[config.mk]
export PLATFORM = sky130hd
export DESIGN_NAME = rtc_bus_arbiter
export DESIGN_NICKNAME = d
export VERILOG_FILES = /design/src/rtl/rtc_bus_arbiter.sv
export SDC_FILE = /design/constraint.sdc
export NUM_CORES = 1
export LEC_CHECK = 0
export CAP_MARGIN = 20
export CORE_MARGIN = 2
export CORE_UTILIZATION = 45
export DETAILED_ROUTE_END_ITERATION = 16
export PLACE_DENSITY = 0.77
export SYNTH_ARGS = -nofsm -noshare
export SYNTH_HDL_FRONTEND = slang
export SYNTH_SLANG_ARGS = --single-unit
export TNS_END_PERCENT = 1
[constraint.sdc]
create_clock -name clk -period 3.7 [get_ports clk]
set_clock_uncertainty 0.1 [all_clocks]
set_input_delay 0.37 -clock clk [delete_from_list [all_inputs] [get_ports clk]]
set_output_delay 0.37 -clock clk [all_outputs]
set_load 0.005 [all_outputs]
[src/rtl/rtc_bus_arbiter.sv]
// -----------------------------------------------------------------------------
// rtc_bus_arbiter
//   Shares the RTC chip's multiplexed address/data bus between three requesters
//   (0 = init/config, 1 = user time-set writes, 2 = periodic time readback).
//   A requester is picked round-robin in IDLE. The arbiter then runs one full
//   bus transaction: an address phase and a data phase, each with setup,
//   strobe and hold timing.
//
// Handshake: a requester raises req[i] and holds it, with rnw/addr/wdata
//   stable, until done[i] pulses. The owner's inputs are latched at grant time,
//   so dropping req mid-transaction does not shorten the access.
//
// Ports
//   clk, reset      system clock; synchronous active-high reset
//   req[2:0]        level request per requester
//   rnw[2:0]        per requester: 1 = read, 0 = write
//   addr[23:0]      requester i address  = addr[8i+7:8i]
//   wdata[23:0]     requester i data     = wdata[8i+7:8i]
//   bus_in[7:0]     RTC bus readback
//   grant[2:0]      one-hot owner of the bus
//   done[2:0]       one-hot, 1-cycle pulse at the end of a transaction
//   rdata[7:0]      read data, valid with done, held until the next read
//   busy            high in every state except IDLE
//   cs_n, ad_n      chip select (active low), 0 = address / 1 = data phase
//   wr_n, rd_n      write / read strobes, active low
//   bus_out, bus_oe value driven onto the RTC bus and its output enable
// -----------------------------------------------------------------------------
module rtc_bus_arbiter #(
    parameter int T_SU  = 2,
    parameter int T_STB = 4,
    parameter int T_HD  = 2
) (
    input  logic        clk,
    input  logic        reset,
    input  logic [2:0]  req,
    input  logic [2:0]  rnw,
    input  logic [23:0] addr,
    input  logic [23:0] wdata,
    input  logic [7:0]  bus_in,
    output logic [2:0]  grant,
    output logic [2:0]  done,
    output logic [7:0]  rdata,
    output logic        busy,
    output logic        cs_n,
    output logic        ad_n,
    output logic        wr_n,
    output logic        rd_n,
    output logic [7:0]  bus_out,
    output logic        bus_oe
);

    typedef enum logic [2:0] {
        IDLE, A_SU, A_STB, A_HD, D_SU, D_STB, D_HD, DONE
    } state_t;

    state_t      state, state_next;
    logic [7:0]  cnt, cnt_next;
    logic [1:0]  ptr, ptr_next;
    logic [1:0]  owner, owner_next;
    logic        lat_rnw, lat_rnw_next;
    logic [7:0]  lat_addr, lat_addr_next;
    logic [7:0]  lat_wdata, lat_wdata_next;

    logic        found;
    logic [1:0]  pick_idx;
    logic [2:0]  scan;
    logic        in_a, in_d;

    logic [2:0]  grant_next, done_next;
    logic [7:0]  rdata_next, bus_out_next;
    logic        busy_next, cs_n_next, ad_n_next, wr_n_next, rd_n_next, bus_oe_next;

    // Dwell length of each timed state, minus one (the counter runs down to 0).
    function automatic logic [7:0] load_val(input state_t s);
        case (s)
            A_SU,  D_SU:  load_val = 8'(T_SU - 1);
            A_STB, D_STB: load_val = 8'(T_STB - 1);
            A_HD,  D_HD:  load_val = 8'(T_HD - 1);
            default:      load_val = 8'd0;
        endcase
    endfunction

    always_comb begin
        state_next     = state;
        cnt_next       = cnt;
        ptr_next       = ptr;
        owner_next     = owner;
        lat_rnw_next   = lat_rnw;
        lat_addr_next  = lat_addr;
        lat_wdata_next = lat_wdata;
        rdata_next     = rdata;

        // Round-robin scan starting at ptr, wrapping 0->1->2->0.
        found    = 1'b0;
        pick_idx = ptr;
        scan     = 3'd0;
        for (int i = 0; i < 3; i++) begin
            scan = {1'b0, ptr} + 3'(i);
            if (scan >= 3'd3) scan = scan - 3'd3;
            if (!found && req[scan[1:0]]) begin
                found    = 1'b1;
                pick_idx = scan[1:0];
            end
        end

        case (state)
            IDLE: begin
                if (found) begin
                    state_next     = A_SU;
                    owner_next     = pick_idx;
                    lat_rnw_next   = rnw[pick_idx];
                    lat_addr_next  = addr[{pick_idx, 3'b000} +: 8];
                    lat_wdata_next = wdata[{pick_idx, 3'b000} +: 8];
                end
            end
            DONE: begin
                state_next = IDLE;
                ptr_next   = (owner == 2'd2) ? 2'd0 : owner + 2'd1;
            end
            default: begin
                if (cnt != 8'd0) begin
                    cnt_next = cnt - 8'd1;
                end else begin
                    case (state)
                        A_SU:    state_next = A_STB;
                        A_STB:   state_next = A_HD;
                        A_HD:    state_next = D_SU;
                        D_SU:    state_next = D_STB;
                        D_STB:   state_next = D_HD;
                        D_HD:    state_next = DONE;
                        default: state_next = IDLE;
                    endcase
                end
                // Sample the bus on the last strobe-low cycle of a read.
                if (state == D_STB && cnt == 8'd0 && lat_rnw) rdata_next = bus_in;
            end
        endcase

        // Shared counter is reloaded on every state entry.
        if (state_next != state) cnt_next = load_val(state_next);

        // Outputs are decoded from the next state so they can be registered
        // and still line up with the state they belong to.
        in_a = (state_next == A_SU) || (state_next == A_STB) || (state_next == A_HD);
        in_d = (state_next == D_SU) || (state_next == D_STB) || (state_next == D_HD);

        grant_next   = (in_a || in_d) ? (3'b001 << owner_next) : 3'b000;
        done_next    = (state_next == DONE) ? (3'b001 << owner_next) : 3'b000;
        busy_next    = (state_next != IDLE);
        cs_n_next    = !(in_a || in_d);
        ad_n_next    = !in_a;
        wr_n_next    = !((state_next == A_STB) || (state_next == D_STB && !lat_rnw_next));
        rd_n_next    = !(state_next == D_STB && lat_rnw_next);
        bus_oe_next  = in_a || (in_d && !lat_rnw_next);
        bus_out_next = 8'd0;
        if (in_a)                        bus_out_next = lat_addr_next;
        else if (in_d && !lat_rnw_next)  bus_out_next = lat_wdata_next;
    end

    always_ff @(posedge clk) begin
        if (reset) begin
            state     <= IDLE;
            cnt       <= 8'd0;
            ptr       <= 2'd0;
            owner     <= 2'd0;
            lat_rnw   <= 1'b0;
            lat_addr  <= 8'd0;
            lat_wdata <= 8'd0;
            grant     <= 3'b000;
            done      <= 3'b000;
            rdata     <= 8'd0;
            busy      <= 1'b0;
            cs_n      <= 1'b1;
            ad_n      <= 1'b1;
            wr_n      <= 1'b1;
            rd_n      <= 1'b1;
            bus_out   <= 8'd0;
            bus_oe    <= 1'b0;
        end else begin
            state     <= state_next;
            cnt       <= cnt_next;
            ptr       <= ptr_next;
            owner     <= owner_next;
            lat_rnw   <= lat_rnw_next;
            lat_addr  <= lat_addr_next;
            lat_wdata <= lat_wdata_next;
            grant     <= grant_next;
            done      <= done_next;
            rdata     <= rdata_next;
            busy      <= busy_next;
            cs_n      <= cs_n_next;
            ad_n      <= ad_n_next;
            wr_n      <= wr_n_next;
            rd_n      <= rd_n_next;
            bus_out   <= bus_out_next;
            bus_oe    <= bus_oe_next;
        end
    end

endmodule

== Yosys cells after proc, flatten, opt, wreduce, memory -nomap -nowiden ==
Cells that the tools add are included.
Widths: inputs -> output; s select.

* $add $sub $neg: 7
* Multipliers: 0
* Divide/modulo/power cells: 0
* $lt $le $gt $ge: 7
* Eq/ne operators: 17
* Shift-type cells: 3
* Multiplexer cells: 36
* Bitwise gates (word level): 3
* Reductions and logical operators: 33

{| class="wikitable"
|+ Operators by type and width
! operator !! count
|-
| $mux 8 || 9
|-
| $shiftx 24x6->8 || 2
|-
| $eq 3x3->1 const B || 8
|-
| $mux 2 || 9
|-
| $pmux 3 s6 || 1
|-
| $eq 3x2->1 const B || 4
|-
| $lt 2x3->1 const B || 4
|-
| $mux 1 || 9
|-
| $bmux 1 s2 || 4
|-
| $logic_not 8->1 || 1
|-
| $reduce_bool 8->1 || 1
|-
| $reduce_or 2->1 || 4
|-
| $sub 8x1->8 const B || 1
|-
| $logic_and 1x1->1 || 7
|-
| $logic_not 1->1 || 7
|-
| $logic_or 1x1->1 || 7
|-
| $eq 3x1->1 const B || 2
|-
| $ge 3x2->1 const B || 2
|-
| $mux 3 || 2
|-
| $pmux 3 s2 || 1
|-
| $sub 2x2->2 const B || 3
|-
| $pmux 2 s2 || 1
|-
| $reduce_and 2->1 || 2
|-
| $reduce_or 4->1 || 1
|-
| 12 further kinds || 14
|}

* Register bits: 60
* Bits in latches: 0
* RAM bits: 0
* Memory bits (read-only): 0
* Input bits: 64
* Output and inout port bits: 28
* Word-level logic and storage cells: 123
* Memories: 0

== Depth between registers and ports, before layout ==
* Word-level depth: 19
* Depth in mapped cells: 12
* Mapped depth without buffers: 9

== Worst setup path after synthesis ==
Ideal clock, no wire load.

* Path type: register to register
* Start: reg ptr[0]
* End: reg bus_out[7]
* Setup time: 0.133 ns
* Arrival: 2.481 ns
* Required time: 3.467 ns
* Path slack: 0.986 ns
* Cell stages (with the launch flop): 12
* Path buffers: 2
* Clock period less this slack: 2.714 ns
* Cell sequence: dfxtp_1 -> inv_1 -> ha_1 -> buf_2 -> a21o_1 -> a221o_1 -> o32ai_2 -> nand2_2 -> buf_6 -> mux2_1 -> a21oi_1 -> o22ai_1

* Longest elaborated chain between the ends: 19
* Elaborated cells on any way between the ends: 53
* Those cells by class: 5 x add/sub; 3 x order compare; 6 x eq/ne; 2 x shift; 27 x mux; 10 x reduce/logical

{| class="wikitable"
|+ Ends and longest elaborated chain
! element !! line !! RTL
|-
| start, declared || 58 || <nowiki>logic [1:0] ptr, ptr_next;</nowiki>
|-
| start signal, assigned || 182 || <nowiki>ptr <= ptr_next;</nowiki>
|-
| branches (longest 18 deep; another with $add 2x1->3) || n/a ||
|-
| $mux 8 * || 156 || <nowiki>if (in_a) bus_out_next = lat_addr_next;</nowiki>
|-
| end signal, assigned || 195 || <nowiki>bus_out <= bus_out_next;</nowiki>
|-
| end, declared || 48 || <nowiki>output logic [7:0] bus_out,</nowiki>
|}

Mark *: on every way between the ends. The select of a mux whose other input is x is not followed.
A chain may end at the register's enable or synchronous reset.

== Final worst setup path ==
* Start: reg ptr[0]
* End: reg bus_out[6]

The elaborated chain is that of the path after synthesis.

==> impl_metrics.yaml <==
detailed_routing:
  wirelength_um: 7960
  antenna_left: 0
  viasPerCell: 5.47
  wire_per_inst_um: 15.1
  firstDrtPassIters: 4
  drcViolationCount: 0
  drtIter0Drc: 112
  vias: 2884
timing:
  fmax_mhz: 308
  final.setup.tns_ns: 0
  period_share_pct: 87.9
  hold_viol: 0
  min_period_ns: 3.25
  drv_slew: 0
  timing.hold.ws_ns: 0.396
  setup_viol: 0
  rsz0062_at_grt: "false"
  maxSlewHeadroom_pct: 39.2
  worst_pin_slew_ns: 0.909
  setup_ws_ns: 0.449
power_and_ir_drop:
  p_leak_uw: 0.00157
  p_per_area_mw_per_mm2: 690
  vdd_ir_drop_max_mv: 0.287
floorplan:
  ios: 92
  core_mm2: 0.00672
  row_count: 30
  die_y_um: 86.8
  start_util_pct: 45.9
  die_w_um: 86.8
  fp.dieArea_mm2: 0.00754
logic_synthesis:
  syn_inst: 357
  synthArstFlopShare_pct: 0
  yosysWarnings: 0
  yosys.area.top_type_share_pct: 38.9
  ys.flop_type: "dfxtp_1"
  synth_common_cells: "dfxtp_1, nor2_1, nand2_1"
  syn_nets: 429
  ys_top_cells_by_area: "dfxtp_1, nor2_1, mux2_2"
  synth-seq-cells: 60
  synth_area_mm2: 0.00309
  ys_seq_area_share_pct: 38.9
  synth.most_common_cell: "dfxtp_1"
  synth_edf_count: 0
  yosys.area.top_type: "dfxtp_1"
  synth.avg_cell_area_um2: 8.65
  synth_cell_types: 61
cells_and_area:
  area_delta_synth_final_pct: 36.7
  fillers: 575
  drive_gt1_share_pct: 11.6
  nNetsFinal: 514
  postLayoutCellArea_mm2: 0.00422
  diodes: 0
clocking:
  tritoncts: "built"
  clock_sinks: 60
  clk_latency_ns: 0.35
  htree_levels: 3
  numCtsBuffers: 9
  post-cts-setup-buffers: 0
  path_clk_slew_ns: 0.07
  cts_resized: 0
  cts_hold_buf: 0
  clockBufferDepth: 2
  cts-root-buf: "clkbuf_8"
min_path:
  hold_path.class: "register to register"
  worstHoldPathCells: 2
  min_from: "rdata[0]$_SDFFE_PP0P_"
  min_to: "rdata[0]$_SDFFE_PP0P_"
worst_setup_path:
  startpoint: "ptr[0]$_SDFFE_PP0N_"
  worstPathRequired_ns: 3.82
  worstRegToRegCells: 9
  regToRegSetupSlack_ns: 0.45
  start_kind: "register"
  endpoint_kind: "register"
  cp.arrival_ns: 3.37
  r2r_end: "bus_out[6]$_SDFF_PP0_"
  cp_max_fo: 27
  r2r_start: "ptr[0]$_SDFFE_PP0N_"
  worst-setup-path-type: "register to register"
global_route:
  overflow: 0
  grt_pass1_vias: 2836
  grt_max_degree: 29
  antenna_found_initial: 0
  grt_first_pass_wirelength_um: 12800
  grt_usage_pct: 21.6
placed_design:
  dpl_worst_slack_ns: 0.453
  place.gp.congestion: 0.834
  place_area_mm2: 0.00403
  portBuffers: 91
  dp_hpwl_um: 5640
status:
  status: "finished clean"
job:
  cap_violations: 0
[power by group]
part	switching (uW)	leakage, uW	internal, uW
logic	781	0.000987	645
registers	97.9	0.000491	807
clock network	271	0.0000962	311
[cell families (layout without fill, tap and decap cells)]
kind of cell,Yosys count,in the layout,synth area share [%]
compound gates,81,81,19.1
xor+xnor,8,8,2.27
fa+ha+maj,9,9,3.57
buf+inv,30,120,4.26
flops,60,60,38.9
mux,28,28,9.73
simple gates,141,141,22.2
[how the worst max path moves through the flow]
| stage | endpoint | slack, ns | depth (start not counted) |
|---|---|---|---|
| 3_3_place_gp | bus_out[6]$_SDFF_PP0_ | 0.52 | 8 |
| 2_1_floorplan | bus_out[7]$_SDFF_PP0_ | 0.99 | 11 |
| 5_1_grt | bus_out[1]$_SDFF_PP0_ | 0.22 | 9 |
| 3_5_place_dp | bus_out[7]$_SDFF_PP0_ | 0.45 | 8 |
| 6_report | bus_out[6]$_SDFF_PP0_ | 0.45 | 9 |
| 4_1_cts | bus_out[7]$_SDFF_PP0_ | 0.48 | 9 |
[placed cells by master, fill, tap and decap left out, types with 2 or more instances in the layout]
| cell type | count |
|---|---|
| a21oi_1 | 17 |
| clkbuf_8 | 9 |
| o31ai_1 | 2 |
| a22oi_1 | 2 |
| nor2_1 | 50 |
| nor3b_1 | 2 |
| nand2_2 | 3 |
| xnor2_1 | 3 |
| a21boi_0 | 2 |
| nand2b_1 | 4 |
| nand2_1 | 35 |
| a211oi_1 | 2 |
| o21ai_0 | 13 |
| a31oi_1 | 2 |
| clkdlybuf4s50_1 | 91 |
| nand3_1 | 8 |
| mux2_2 | 14 |
| clkinv_4 | 2 |
| nor2b_1 | 5 |
| o22ai_1 | 9 |
| or2_2 | 2 |
| xor2_1 | 5 |
| a21o_1 | 5 |
| a221oi_1 | 9 |
| dfxtp_1 | 60 |
| inv_1 | 10 |
| nor3_1 | 17 |
| buf_4 | 3 |
| ha_1 | 8 |
| nor4_1 | 3 |
| o21a_1 | 2 |
| mux2_1 | 2 |
| clkinv_2 | 2 |
| mux2i_1 | 12 |
[cell type report]
| type | instances | area, um^2 | area share, % |
|---|---|---|---|
| Timing Repair Buffer | 94 | 933 | 22.1 |
| Clock buffer | 10 | 128 | 3.02 |
| Tap cell | 80 | 100 | 2.37 |
| Clock inverter | 6 | 65.1 | 1.54 |
| Sequential cell | 60 | 1200 | 28.5 |
| Inverter | 10 | 37.5 | 0.890 |
| Multi-Input combinational cell | 267 | 1750 | 41.6 |
[per-stage QoR]
| step | instances | utilization (%) | total power (uW) |
|---|---|---|---|
| 2_1_floorplan | 357 | - | 1890 |
| 3_3_place_gp | 511 | 59.9 | 2300 |
| 3_5_place_dp | 511 | 59.9 | 2330 |
| 4_1_cts | 527 | 62.8 | 2920 |
| 5_1_grt | 527 | 62.8 | 3110 |
| 6_report | 527 | 62.8 | 2910 |
[layer usage]
layer  vias up  global-route usage (%)  routed length, um
met2        94                    34.1               3810
li1       1437                       -                  -
met4         0                    8.66                133
met1      1338                    26.2               3500
met5         -                       0                  0
met3        15                    8.57                514
[sequential cells by signal (all words and copies together) (netlist names), 3 cells and up]
name,count
bus_out,8
cnt,8
lat_addr,8
lat_wdata,8
rdata,8
done,3
grant,3
state,3
[worst max-delay path, stage by stage, from the launching register on]
cell and delay (ns):
dfxtp_1 0.36, inv_1 0.07, ha_1 0.46, or2_2 0.37, nor3b_1 0.15, o32ai_2 0.31
nand2_2 0.41, mux2_2 0.41, a221oi_1 0.36, o22ai_1 0.11
Power figures use the tool's default switching activity.
